### src/rtl/locker_pkg.sv
// Shared definitions for the combination-locker controller: FSM states,
// default digit width and width helpers.
package locker_pkg;

    localparam int unsigned DIGIT_W_DEF = 4;

    typedef enum logic [2:0] {
        S_LOCKED,
        S_ENTRY,
        S_CHECK,
        S_UNLOCKED,
        S_PROGRAM,
        S_LOCKOUT
    } state_t;

    // Bits needed to hold the values 0..n inclusive.
    function automatic int unsigned cnt_w(input int unsigned n);
        return (n < 1) ? 1 : $clog2(n + 1);
    endfunction

    function automatic int unsigned max_u(input int unsigned a, input int unsigned b);
        return (a > b) ? a : b;
    endfunction

endpackage

### src/rtl/locker_timer.sv
// Loadable down-counter with zero flag. It is shared by the entry timeout
// and the lockout interval, which are never active at the same time.
module locker_timer
    import locker_pkg::*;
#(
    parameter int unsigned MAX_LOAD = 1024,
    localparam int unsigned TW      = cnt_w(MAX_LOAD)
) (
    input  logic          clk,
    input  logic          rst_n,
    input  logic          load,
    input  logic [TW-1:0] load_val,
    output logic          zero
);

    logic [TW-1:0] cnt;

    always_ff @(posedge clk or negedge rst_n) begin
        if (!rst_n) begin
            cnt <= '0;
        end else if (load) begin
            cnt <= load_val;
        end else if (cnt != '0) begin
            cnt <= cnt - TW'(1);
        end
    end

    assign zero = (cnt == '0);

endmodule

### src/rtl/locker_ctrl.sv
// Combination-locker sequencer: digit capture, code compare, latch strobes,
// failure counting with timed lockout, and code re-programming while open.
module locker_ctrl
    import locker_pkg::*;
#(
    parameter int unsigned                  CODE_LEN     = 4,
    parameter int unsigned                  DIGIT_W      = DIGIT_W_DEF,
    parameter logic [CODE_LEN*DIGIT_W-1:0]  DEFAULT_CODE = 16'h1234,
    parameter int unsigned                  MAX_FAIL     = 3,
    parameter int unsigned                  LOCKOUT_CYC  = 1024,
    parameter int unsigned                  TIMEOUT_CYC  = 256
) (
    input  logic                         clk,
    input  logic                         rst_n,
    input  logic                         digit_vld,
    input  logic [DIGIT_W-1:0]           digit,
    input  logic                         clear,
    input  logic                         lock_cmd,
    input  logic                         prog_cmd,
    output logic                         set_o,
    output logic                         rst_o,
    output logic                         unlocked,
    output logic                         alarm,
    output logic [cnt_w(CODE_LEN)-1:0]   entry_cnt,
    output logic [3:0]                   fail_cnt
);

    localparam int unsigned CODE_W  = CODE_LEN * DIGIT_W;
    localparam int unsigned CNT_W   = cnt_w(CODE_LEN);
    localparam int unsigned TMR_MAX = max_u(LOCKOUT_CYC, TIMEOUT_CYC);
    localparam int unsigned TW      = cnt_w(TMR_MAX);

    localparam logic [TW-1:0]    TMR_TO    = TW'(TIMEOUT_CYC - 1);
    localparam logic [TW-1:0]    TMR_LOCK  = TW'(LOCKOUT_CYC - 1);
    localparam logic [CNT_W-1:0] CNT_LAST  = CNT_W'(CODE_LEN - 1);
    localparam logic [3:0]       FAIL_MAX4 = 4'(MAX_FAIL);

    state_t              state;
    logic [CODE_W-1:0]   code;
    logic [CODE_W-1:0]   entry_buf;
    logic [CODE_W-1:0]   shifted;
    logic                match;
    logic                digit_take;
    logic [3:0]          fail_next;
    logic                tmr_load;
    logic [TW-1:0]       tmr_val;
    logic                tmr_zero;

    assign shifted    = {entry_buf[CODE_W-DIGIT_W-1:0], digit};
    assign match      = (entry_buf == code);
    assign digit_take = digit_vld && !clear;
    assign fail_next  = (fail_cnt < FAIL_MAX4) ? fail_cnt + 4'd1 : fail_cnt;

    // Timer reload mirrors the FSM transitions that start a timed interval.
    always_comb begin
        tmr_load = 1'b0;
        tmr_val  = TMR_TO;
        case (state)
            S_LOCKED,
            S_ENTRY:    tmr_load = digit_take;
            S_PROGRAM:  tmr_load = digit_take && !lock_cmd;
            S_UNLOCKED: tmr_load = prog_cmd && !lock_cmd;
            S_CHECK: begin
                if (!match && fail_next == FAIL_MAX4) begin
                    tmr_load = 1'b1;
                    tmr_val  = TMR_LOCK;
                end
            end
            default: tmr_load = 1'b0;
        endcase
    end

    locker_timer #(
        .MAX_LOAD (TMR_MAX)
    ) u_timer (
        .clk      (clk),
        .rst_n    (rst_n),
        .load     (tmr_load),
        .load_val (tmr_val),
        .zero     (tmr_zero)
    );

    always_ff @(posedge clk or negedge rst_n) begin
        if (!rst_n) begin
            state     <= S_LOCKED;
            code      <= DEFAULT_CODE;
            entry_buf <= '0;
            entry_cnt <= '0;
            fail_cnt  <= '0;
            set_o     <= 1'b0;
            rst_o     <= 1'b0;
            unlocked  <= 1'b0;
            alarm     <= 1'b0;
        end else begin
            set_o <= 1'b0;
            rst_o <= 1'b0;
            case (state)
                S_LOCKED: begin
                    if (digit_take) begin
                        entry_buf <= shifted;
                        entry_cnt <= CNT_W'(1);
                        state     <= S_ENTRY;
                    end
                end
                S_ENTRY: begin
                    if (clear) begin
                        entry_buf <= '0;
                        entry_cnt <= '0;
                        state     <= S_LOCKED;
                    end else if (digit_vld) begin
                        entry_buf <= shifted;
                        entry_cnt <= entry_cnt + CNT_W'(1);
                        if (entry_cnt == CNT_LAST) state <= S_CHECK;
                    end else if (tmr_zero) begin
                        entry_buf <= '0;
                        entry_cnt <= '0;
                        state     <= S_LOCKED;
                    end
                end
                S_CHECK: begin
                    entry_buf <= '0;
                    entry_cnt <= '0;
                    if (match) begin
                        fail_cnt <= '0;
                        set_o    <= 1'b1;
                        unlocked <= 1'b1;
                        state    <= S_UNLOCKED;
                    end else begin
                        fail_cnt <= fail_next;
                        if (fail_next == FAIL_MAX4) begin
                            alarm <= 1'b1;
                            state <= S_LOCKOUT;
                        end else begin
                            state <= S_LOCKED;
                        end
                    end
                end
                S_UNLOCKED: begin
                    if (lock_cmd) begin
                        rst_o    <= 1'b1;
                        unlocked <= 1'b0;
                        state    <= S_LOCKED;
                    end else if (prog_cmd) begin
                        entry_buf <= '0;
                        entry_cnt <= '0;
                        state     <= S_PROGRAM;
                    end
                end
                S_PROGRAM: begin
                    if (lock_cmd) begin
                        rst_o     <= 1'b1;
                        unlocked  <= 1'b0;
                        entry_buf <= '0;
                        entry_cnt <= '0;
                        state     <= S_LOCKED;
                    end else if (clear) begin
                        entry_buf <= '0;
                        entry_cnt <= '0;
                        state     <= S_UNLOCKED;
                    end else if (digit_vld) begin
                        if (entry_cnt == CNT_LAST) begin
                            code      <= shifted;
                            entry_buf <= '0;
                            entry_cnt <= '0;
                            state     <= S_UNLOCKED;
                        end else begin
                            entry_buf <= shifted;
                            entry_cnt <= entry_cnt + CNT_W'(1);
                        end
                    end else if (tmr_zero) begin
                        entry_buf <= '0;
                        entry_cnt <= '0;
                        state     <= S_UNLOCKED;
                    end
                end
                S_LOCKOUT: begin
                    if (tmr_zero) begin
                        fail_cnt <= '0;
                        alarm    <= 1'b0;
                        state    <= S_LOCKED;
                    end
                end
                default: state <= S_LOCKED;
            endcase
        end
    end

endmodule

### config.mk
export PLATFORM = sky130hd
export DESIGN_NAME = locker_ctrl
export DESIGN_NICKNAME = d
export VERILOG_FILES = /design/src/rtl/locker_pkg.sv /design/src/rtl/locker_timer.sv /design/src/rtl/locker_ctrl.sv
export SDC_FILE = /design/constraint.sdc
export NUM_CORES = 1
export LEC_CHECK = 0
export BUFFER_PORTS_ARGS = -buffer_cell sky130_fd_sc_hd__buf_2
export CAP_MARGIN = 0
export CORE_MARGIN = 1
export CORE_UTILIZATION = 59
export DETAILED_ROUTE_END_ITERATION = 6
export PLACE_DENSITY = 0.78
export SLEW_MARGIN = 20
export SYNTH_ARGS = -nofsm -noshare
export SYNTH_HDL_FRONTEND = slang
export SYNTH_SLANG_ARGS = --single-unit
### constraint.sdc
create_clock -name clk -period 3.8 [get_ports clk]
set_clock_uncertainty 0.2 [all_clocks]
set_input_delay 0.19 -clock clk [delete_from_list [all_inputs] [get_ports clk]]
set_output_delay 0.19 -clock clk [all_outputs]
set_load 0.02 [all_outputs]
==> key figures, run 1 <==
Critical path
  – Worst Setup End Kind: flop
  – Kind of critical path: reg2reg
  – Kind of cell adding the most delay to the critical path: simple AND/OR/NAND/NOR gates
  – Largest driver fanout on the critical path: 18
  – Number of buffer and inverter stages on the critical path: 2
  – Slowest stage cell, crit path: sky130_fd_sc_hd__or4b_1
  – Worst EP required: between 3000 and 4000 ps
  – List of cells traversed by the critical path: inv_1, ha_1, or4b_1, nor4_4, buf_4, nor3b_2, or3_1, a22o_1
  – Reg2Reg Setup Slack: 780 ps
  – Nature of the critical path startpoint: flop
  – Arrival time of data at the critical path endpoint: 3040 ps
  – Peak per-stage delay on the critical path: 580 ps

Global routing
  – Global-route wire length before repair: 9650 µm
  – Gr usage total: 0.249
  – Pin count of the biggest net entering global routing: 41
  – Total grt overflow: 0
  – Number of antenna violations at the first check in global routing: 0
  – Via count of the first global-routing pass: 2,029

Yosys
  – Number of storage elements in the synthesis netlist: between 50 and 60
  – Distinct cell type count of the synthesized netlist: 52
  – Yosys warning count: 0
  – Post-Synthesis Net Count: 272
  – Most used flip-flop cell after synthesis: sky130_fd_sc_hd__dfrtp_1
  – Sequential fraction of the synthesis area: 0.501
  – Gate count of the mapped netlist: 257
  – Post-Synthesis Cell Area: roughly 0.0029 mm²
  – Post-synth EDFFs: 0
  – Share of synthesized registers carrying an async set or reset: 1.00
  – Synthesized area divided by synthesized cell count: 11.1 µm²

Clock network
  – Latest clock arrival within the worst-skew pair: around 330 ps
  – Hold-fix buffer count after cts: 5
  – CTS tree: done
  – Root buffer selected by CTS: sky130_fd_sc_hd__clkbuf_8
  – Number of buffers added by the clock tree synthesis step: 9
  – Number of instances resized during post-cts repair: 0
  – Clock Pin Slew Worst Setup and Hold Paths: ~60 ps
  – Number of levels in the clock H-tree: 3
  – Clock buffer depth: 2
  – Setup Fix Bufs, Post-CTS: 0
  – Sink count of the clock tree: 57

Detailed routing
  – Remaining design rule violation count: 0
  – Routed Antenna Nets: 0
  – DRT Pass-1 Iters: 4
  – Total detailed-routing wirelength: 5680 µm
  – Detailed Route Iter0 Violations: 97
  – Overall via count from detail_route: 2,118
  – Via-to-Cell Ratio: about 6.2
  – Wire length per cell after detailed routing: between 15 and 20 µm

Worst hold path
  – Classification of the worst-slack hold path: in2reg

Layout
  – Fraction of layout instances using a drive strength above 1: 0.225
  – Area occupied by multi-input gates: approximately 0.0013 mm²
  – Layout filler cell count: 318
  – Inserted Diodes: 0
  – Nets: about 300
  – Top library cells by usage in the layout, fill and taps aside: sky130_fd_sc_hd__dfrtp_1 (52), sky130_fd_sc_hd__buf_2 (20), sky130_fd_sc_hd__xor2_1 (17), sky130_fd_sc_hd__a22o_1 (17), sky130_fd_sc_hd__mux2_2 (16)
  – Synthesis-to-finish area growth: 13.4%
  – Area occupied by registers: 0.00143 mm²
  – Commonest non-fill, non-tap cell in the layout: sky130_fd_sc_hd__dfrtp_1
  – Final core utilization: 0.720

Timing
  – Final hold violation count: 0
  – Final sum of negative setup slack: 0 ps
  – Final number of max-transition violations: 0
  – Unrepaired setup endpoints after global routing: no
  – Relative max-transition margin: 0.434
  – Maximum clock frequency: 0.331 GHz
  – Post-layout minimum cycle time: 3020 ps
  – Fraction of the cycle the final worst path needs: 0.796
  – Transition at the pin with the smallest max-transition slack: 845 ps
  – Number of setup violations in the final report: 0

Power and ir drop
  – Static power due to leakage: 0.00154 µW
  – Worst VDD drop: roughly 380 µV
  – Power density normalized to cell area: between 600 and 700 mW/mm²

Status
  – Run status: completed

Flow run
  – MaxCap Viol Count: 0

Floorplan
  – Overall die height: 71.6 µm
  – Floorplan Core Area: 0.00450 mm²
  – DIE AREA: 0.00513 mm²
  – Initial core utilization: 0.635
  – Number of top-level pins: 21
  – Die X-Extent: slightly above 70 µm
  – Number of core rows: 24

Place
  – Weighted congestion at the end of routability-driven global placement: 0.797
  – Post-detailed-placement half-perimeter wirelength: 3680 µm
  – Total of buffers placed on input and output ports: 20
worst register-to-register path, cell delays in order, from the launching register on:
cell and delay [ps]:
sky130_fd_sc_hd__dfrtp_1 380, sky130_fd_sc_hd__inv_1 110, sky130_fd_sc_hd__ha_1 190, sky130_fd_sc_hd__or4b_1 580, sky130_fd_sc_hd__nor4_4 250, sky130_fd_sc_hd__buf_4 220, sky130_fd_sc_hd__nor3b_2 70, sky130_fd_sc_hd__or3_1 580
sky130_fd_sc_hd__a22o_1 330
where the power goes:
part | internal (µW) | total, µW | switching [µW]
Combinational | 291 | 661 | 370
Clock | 365 | 598 | 232
Sequential | 742 | 913 | 171
synthesized netlist by cell type, types with 3 or more instances:
master                     number  area (µm²)
sky130_fd_sc_hd__or3_1          3        18.8
sky130_fd_sc_hd__nand2b_1       5        31.3
sky130_fd_sc_hd__xor2_1        17         149
sky130_fd_sc_hd__dfrtp_1       52        1300
sky130_fd_sc_hd__inv_1         10        37.5
sky130_fd_sc_hd__nor3b_1        4        30.0
sky130_fd_sc_hd__a21oi_1        7        35.0
sky130_fd_sc_hd__nand4_1        4        25.0
sky130_fd_sc_hd__nand3_1        8        40.0
sky130_fd_sc_hd__o21ai_0        5        25.0
sky130_fd_sc_hd__a22o_1        17         149
sky130_fd_sc_hd__o31ai_1        4        30.0
sky130_fd_sc_hd__dfstp_2        5         131
sky130_fd_sc_hd__nor4_1         7        43.8
sky130_fd_sc_hd__or4_1          4        30.0
sky130_fd_sc_hd__a31oi_1        5        31.3
sky130_fd_sc_hd__nor2_1         9        33.8
sky130_fd_sc_hd__ha_1           5        62.6
sky130_fd_sc_hd__mux2_2        16         180
sky130_fd_sc_hd__nor3_1         7        35.0
sky130_fd_sc_hd__nand2_1       13        48.8
sky130_fd_sc_hd__and3_1         3        18.8
sky130_fd_sc_hd__clkbuf_1       7        26.3
sky130_fd_sc_hd__xnor2_1        6        52.6
metrics by stage:
stage	hold WS, ps	instances	power, µW	area, µm²	worst slack (ps)
floorplan	-306	257	1400	2860	1040
global placement	-67.6	320	1540	2980	923
global route	19.1	341	2310	3240	668
CTS	16.3	341	2180	3240	783
detailed placement	-65.2	320	1560	2980	848
finish	31.1	341	2170	3240	776
cells by family (layout without fill, tap and decap cells):
| family | Yosys count | after routing | synth area share |
|---|---|---|---|
| mux | 16 | 16 | 0.0630 |
| simple gates | 81 | 81 | 0.169 |
| xor+xnor | 23 | 23 | 0.0705 |
| compound gates | 52 | 52 | 0.136 |
| flops | 57 | 57 | 0.501 |
| buf+inv | 23 | 55 | 0.0381 |
| fa+ha+maj | 5 | 5 | 0.0219 |
cell type report:
class / instances / area share
tap: 52 / 0.0201
clock inverter: 6 / 0.0255
timing repair buffer: 29 / 0.0556
sequential: 57 / 0.442
inverter: 10 / 0.0116
multi-input combinational: 177 / 0.406
clock buffer: 10 / 0.0394
final timing paths:
check	start	to	cells after the start
setup / recovery	u_timer.cnt[0]$_DFFE_PN0P_	entry_cnt[2]$_DFFE_PN0P_	8
hold / removal	lock_cmd	rst_o$_DFF_PN0_	2
setup reg to reg	u_timer.cnt[0]$_DFFE_PN0P_	entry_cnt[2]$_DFFE_PN0P_	8
hold reg to reg	unlocked$_DFFE_PN0P_	unlocked$_DFFE_PN0P_	2
max in group asynchronous	rst_n	code[9]$_DFFE_PN1P_	3
min in group asynchronous	rst_n	u_timer.cnt[6]$_DFFE_PN0P_	2
sequential cells by signal (all words and copies together), names as in the netlist:
name and count:
entry_buf 16, unlocked 1, state 3, alarm 1, code 16, u_timer.cnt 11, set_o 1, fail_cnt 4
rst_o 1, entry_cnt 3
layer usage:
layer	up-vias	global-route usage	share of wire
li1	1002	-	-
met1	1025	0.362	0.48
met2	80	0.351	0.45
met3	11	0.0703	0.055
met4	0	0.105	0.019
met5	-	0	0
Note: power is estimated with default switching activity, not from simulation.
==> inputs of run 2 (changes only) <==
- clock period: 3.8 -> 3.1 ns (I/O delays scaled with it)
==> run 2 against run 1 <==
Die area unchanged; sequential cell count unchanged; routed wire length fell by 2.1%; critical path depth shrank 1; combinational power rose by 27%; worst setup slack got worse by 490 ps; design area grew 1.0%; critical path type unchanged; register-to-register slack lost 490 ps; utilization up 0.75 points; count of clock-buffer cells in the layout is 1 higher; total power up 21%; worst hold slack worse by 7.8 ps.
==> key figures, run 2 (same netlist as run 1, synthesis figures left out) <==
Timing
  – Final sum of negative setup slack: 0 ps (unchanged)
  – Transition at the pin with the smallest max-transition slack: 857 ps (+12.7 ps)
  – Number of setup violations in the final report: 0 (unchanged)
  – Post-layout minimum cycle time: 2820 ps (-208 ps)
  – Final hold violation count: 0 (unchanged)
  – Relative max-transition margin: 0.429 (-0.00584)
  – Unrepaired setup endpoints after global routing: no
  – Final number of max-transition violations: 0 (unchanged)
  – Maximum clock frequency: 0.355 GHz (+7.4%)
  – Fraction of the cycle the final worst path needs: 0.908 (+0.113)
  – Smallest setup slack after layout: 284 ps (-492 ps)

Floorplan
  – Overall die height: 71.6 µm (unchanged)
  – Floorplan Core Area: 0.00450 mm² (unchanged)
  – Initial core utilization: 0.635 (unchanged)
  – Die X-Extent: 71.6 µm (unchanged)
  – DIE AREA: 0.00513 mm² (unchanged)
  – Number of top-level pins: 21 (unchanged)
  – Number of core rows: 24 (unchanged)

Critical path
  – Kind of cell adding the most delay to the critical path: simple AND/OR/NAND/NOR gates
  – Reg2Reg Setup Slack: 280 ps (-490 ps)
  – Worst Setup End Kind: flop
  – Worst EP required: 3120 ps (-700 ps)
  – Peak per-stage delay on the critical path: 590 ps (about the same)
  – Kind of critical path: reg2reg
  – Number of buffer and inverter stages on the critical path: 1 (-1)
  – Number of cells on the critical path: 7 (-1)
  – Largest driver fanout on the critical path: 18 (unchanged)
  – List of cells traversed by the critical path: inv_1, ha_1, or4b_1, nor4_4, nor3b_2, or3_1, a22o_1
  – Logic depth of the worst register-to-register path: 7 (-1)
  – Arrival time of data at the critical path endpoint: 2840 ps (-200 ps)
  – Nature of the critical path startpoint: flop
  – Slowest stage cell, crit path: sky130_fd_sc_hd__or3_1

Place
  – Instance count after placement with tap cells included: 325 (+1.6%)
  – Weighted congestion at the end of routability-driven global placement: 0.885 (+11%)
  – Post-detailed-placement half-perimeter wirelength: 3740 µm (+1.7%)
  – Total of buffers placed on input and output ports: 20 (unchanged)
  – Worst setup slack before clock tree synthesis: 296 ps (-552 ps)

Detailed routing
  – Detailed Route Iter0 Violations: 131 (+35%)
  – Wire length per cell after detailed routing: 16.0 µm (-3.8%)
  – Total detailed-routing wirelength: 5560 µm (-2.1%)
  – Remaining design rule violation count: 0 (unchanged)
  – Routed Antenna Nets: 0 (unchanged)
  – Via-to-Cell Ratio: 6.14 (-1.1%)
  – DRT Pass-1 Iters: 4 (unchanged)
  – Overall via count from detail_route: 2,132 (+0.66%)

Global routing
  – Via count of the first global-routing pass: 1,965 (-3.2%)
  – Total grt overflow: 0 (unchanged)
  – Pin count of the biggest net entering global routing: 40 (-2.4%)
  – Global-route wire length before repair: 9400 µm (-2.7%)
  – Number of antenna violations at the first check in global routing: 0 (unchanged)
  – Gr usage total: 0.245 (-0.00373)

Power and ir drop
  – Power dissipated by switching net loads: 953 µW (+23%)
  – Power Total: 2620 µW (+21%)
  – Cell Int Power: 1670 µW (+19%)
  – Static power due to leakage: 0.00156 µW (+1.2%)
  – Combinational group share of total power: 0.321 (+0.017)
  – Worst VDD drop: 416 µV (+9.6%)
  – Reg power frac: 0.416 (-0.004)
  – Power density normalized to cell area: 800 mW/mm² (+19%)
  – Relative contribution of the clock network to total power: 0.263 (-0.012)
  – Switching Share: 0.364 (+0.00719)

Clock network
  – CTS tree: done
  – Setup Fix Bufs, Post-CTS: 0 (unchanged)
  – Clock Pin Slew Worst Setup and Hold Paths: 70 ps (about the same)
  – Number of buffers added by the clock tree synthesis step: 9 (unchanged)
  – Root buffer selected by CTS: sky130_fd_sc_hd__clkbuf_8
  – Sink count of the clock tree: 57 (unchanged)
  – Number of levels in the clock H-tree: 3 (unchanged)
  – Hold-fix buffer count after cts: 6 (+1)
  – Clock buffer depth: 2 (unchanged)
  – Latest clock arrival within the worst-skew pair: 330 ps (about the same)
  – Number of instances resized during post-cts repair: 0 (unchanged)

Layout
  – Largest registers in the final layout: code: 16 flops, entry_buf: 16 flops, u_timer.cnt: 11 flops
  – Commonest non-fill, non-tap cell in the layout: sky130_fd_sc_hd__dfrtp_1
  – Nets: 305 (+2.0%)
  – Fraction of layout instances using a drive strength above 1: 0.237 (+0.0124)
  – Layout filler cell count: 322 (+1.3%)
  – Inserted Diodes: 0 (unchanged)
  – Synthesis-to-finish area growth: 14.6%
  – Top library cells by usage in the layout, fill and taps aside: sky130_fd_sc_hd__dfrtp_1 (52), sky130_fd_sc_hd__buf_2 (20), sky130_fd_sc_hd__xor2_1 (17), sky130_fd_sc_hd__a22o_1 (17), sky130_fd_sc_hd__mux2_2 (16)
  – Final instance count without filler cells: 347 (+1.8%)
  – Final core utilization: 0.728 (+0.00750)

Worst hold path
  – Number of cells on the worst hold path: 3 (+1)
  – Classification of the worst-slack hold path: in2reg

Flow run
  – MaxCap Viol Count: 0 (unchanged)

Status
  – Run status: completed
[run 2: cell count changes in the layout (fill, tap and decap cells not counted), sizes merged]
cell / change
clkbuf: +1
clkinvlp: +1
dlygate4sd3: +1
buf: +5
clkinv: -1
bufinv: -1
[run 2: cell type report]
type	count	area, µm²	share of cell area
Timing Repair Buffer	35	228	0.0695
Clock buffer	11	141	0.0431
Clock inverter	5	55.1	0.0168
Multi-Input combinational cell	177	1320	0.402
Inverter	10	37.5	0.0115
Sequential cell	57	1430	0.437
Tap cell	52	65.1	0.0199
[run 2: worst register-to-register path, delay by kind of cell (launching register included)]
| family | cells | cell delay, ps |
|---|---|---|
| simple gates | 4 | 1530 |
| flops | 1 | 390 |
| compound gates | 1 | 330 |
| fa+ha+maj | 1 | 160 |
| buf+inv | 1 | 90 |
[run 2: power groups by stage]
stage | registers, µW | clock network (µW) | logic (µW)
6_report | 1090 | 689 | 841
5_1_grt | 1110 | 732 | 930
4_1_cts | 1090 | 701 | 840
3_5_place_dp | 1100 | 0 | 829
3_3_place_gp | 1090 | 0 | 814
2_1_floorplan | 1100 | 0 | 619
[run 2: final timing paths]
| kind | to | startpoint |
|---|---|---|
| min in group asynchronous | rst_o$_DFF_PN0_ | rst_n |
| hold reg to reg | alarm$_DFFE_PN0P_ | alarm$_DFFE_PN0P_ |
| hold / removal | entry_cnt[1]$_DFFE_PN0P_ | digit_vld |
| setup reg to reg | entry_cnt[2]$_DFFE_PN0P_ | u_timer.cnt[0]$_DFFE_PN0P_ |
| max in group asynchronous | code[9]$_DFFE_PN1P_ | rst_n |
| setup / recovery | entry_cnt[2]$_DFFE_PN0P_ | u_timer.cnt[0]$_DFFE_PN0P_ |
[run 2: layer usage]
layer / GRT usage / part of all wire / vias to the layer above
met1: 0.364 / 0.50 / 1049
li1: - / - / 1017
met4: 0.0784 / 0.0083 / 0
met3: 0.0788 / 0.050 / 4
met5: 0 / 0 / -
met2: 0.343 / 0.44 / 62
[run 2: per-stage QoR]
step | hold slack, ps | area, µm²
2_1_floorplan | -341 | 2860
5_1_grt | 50.8 | 3280
3_5_place_dp | 110 | 3020
4_1_cts | 13.6 | 3280
3_3_place_gp | 111 | 3020
6_report | 23.3 | 3280
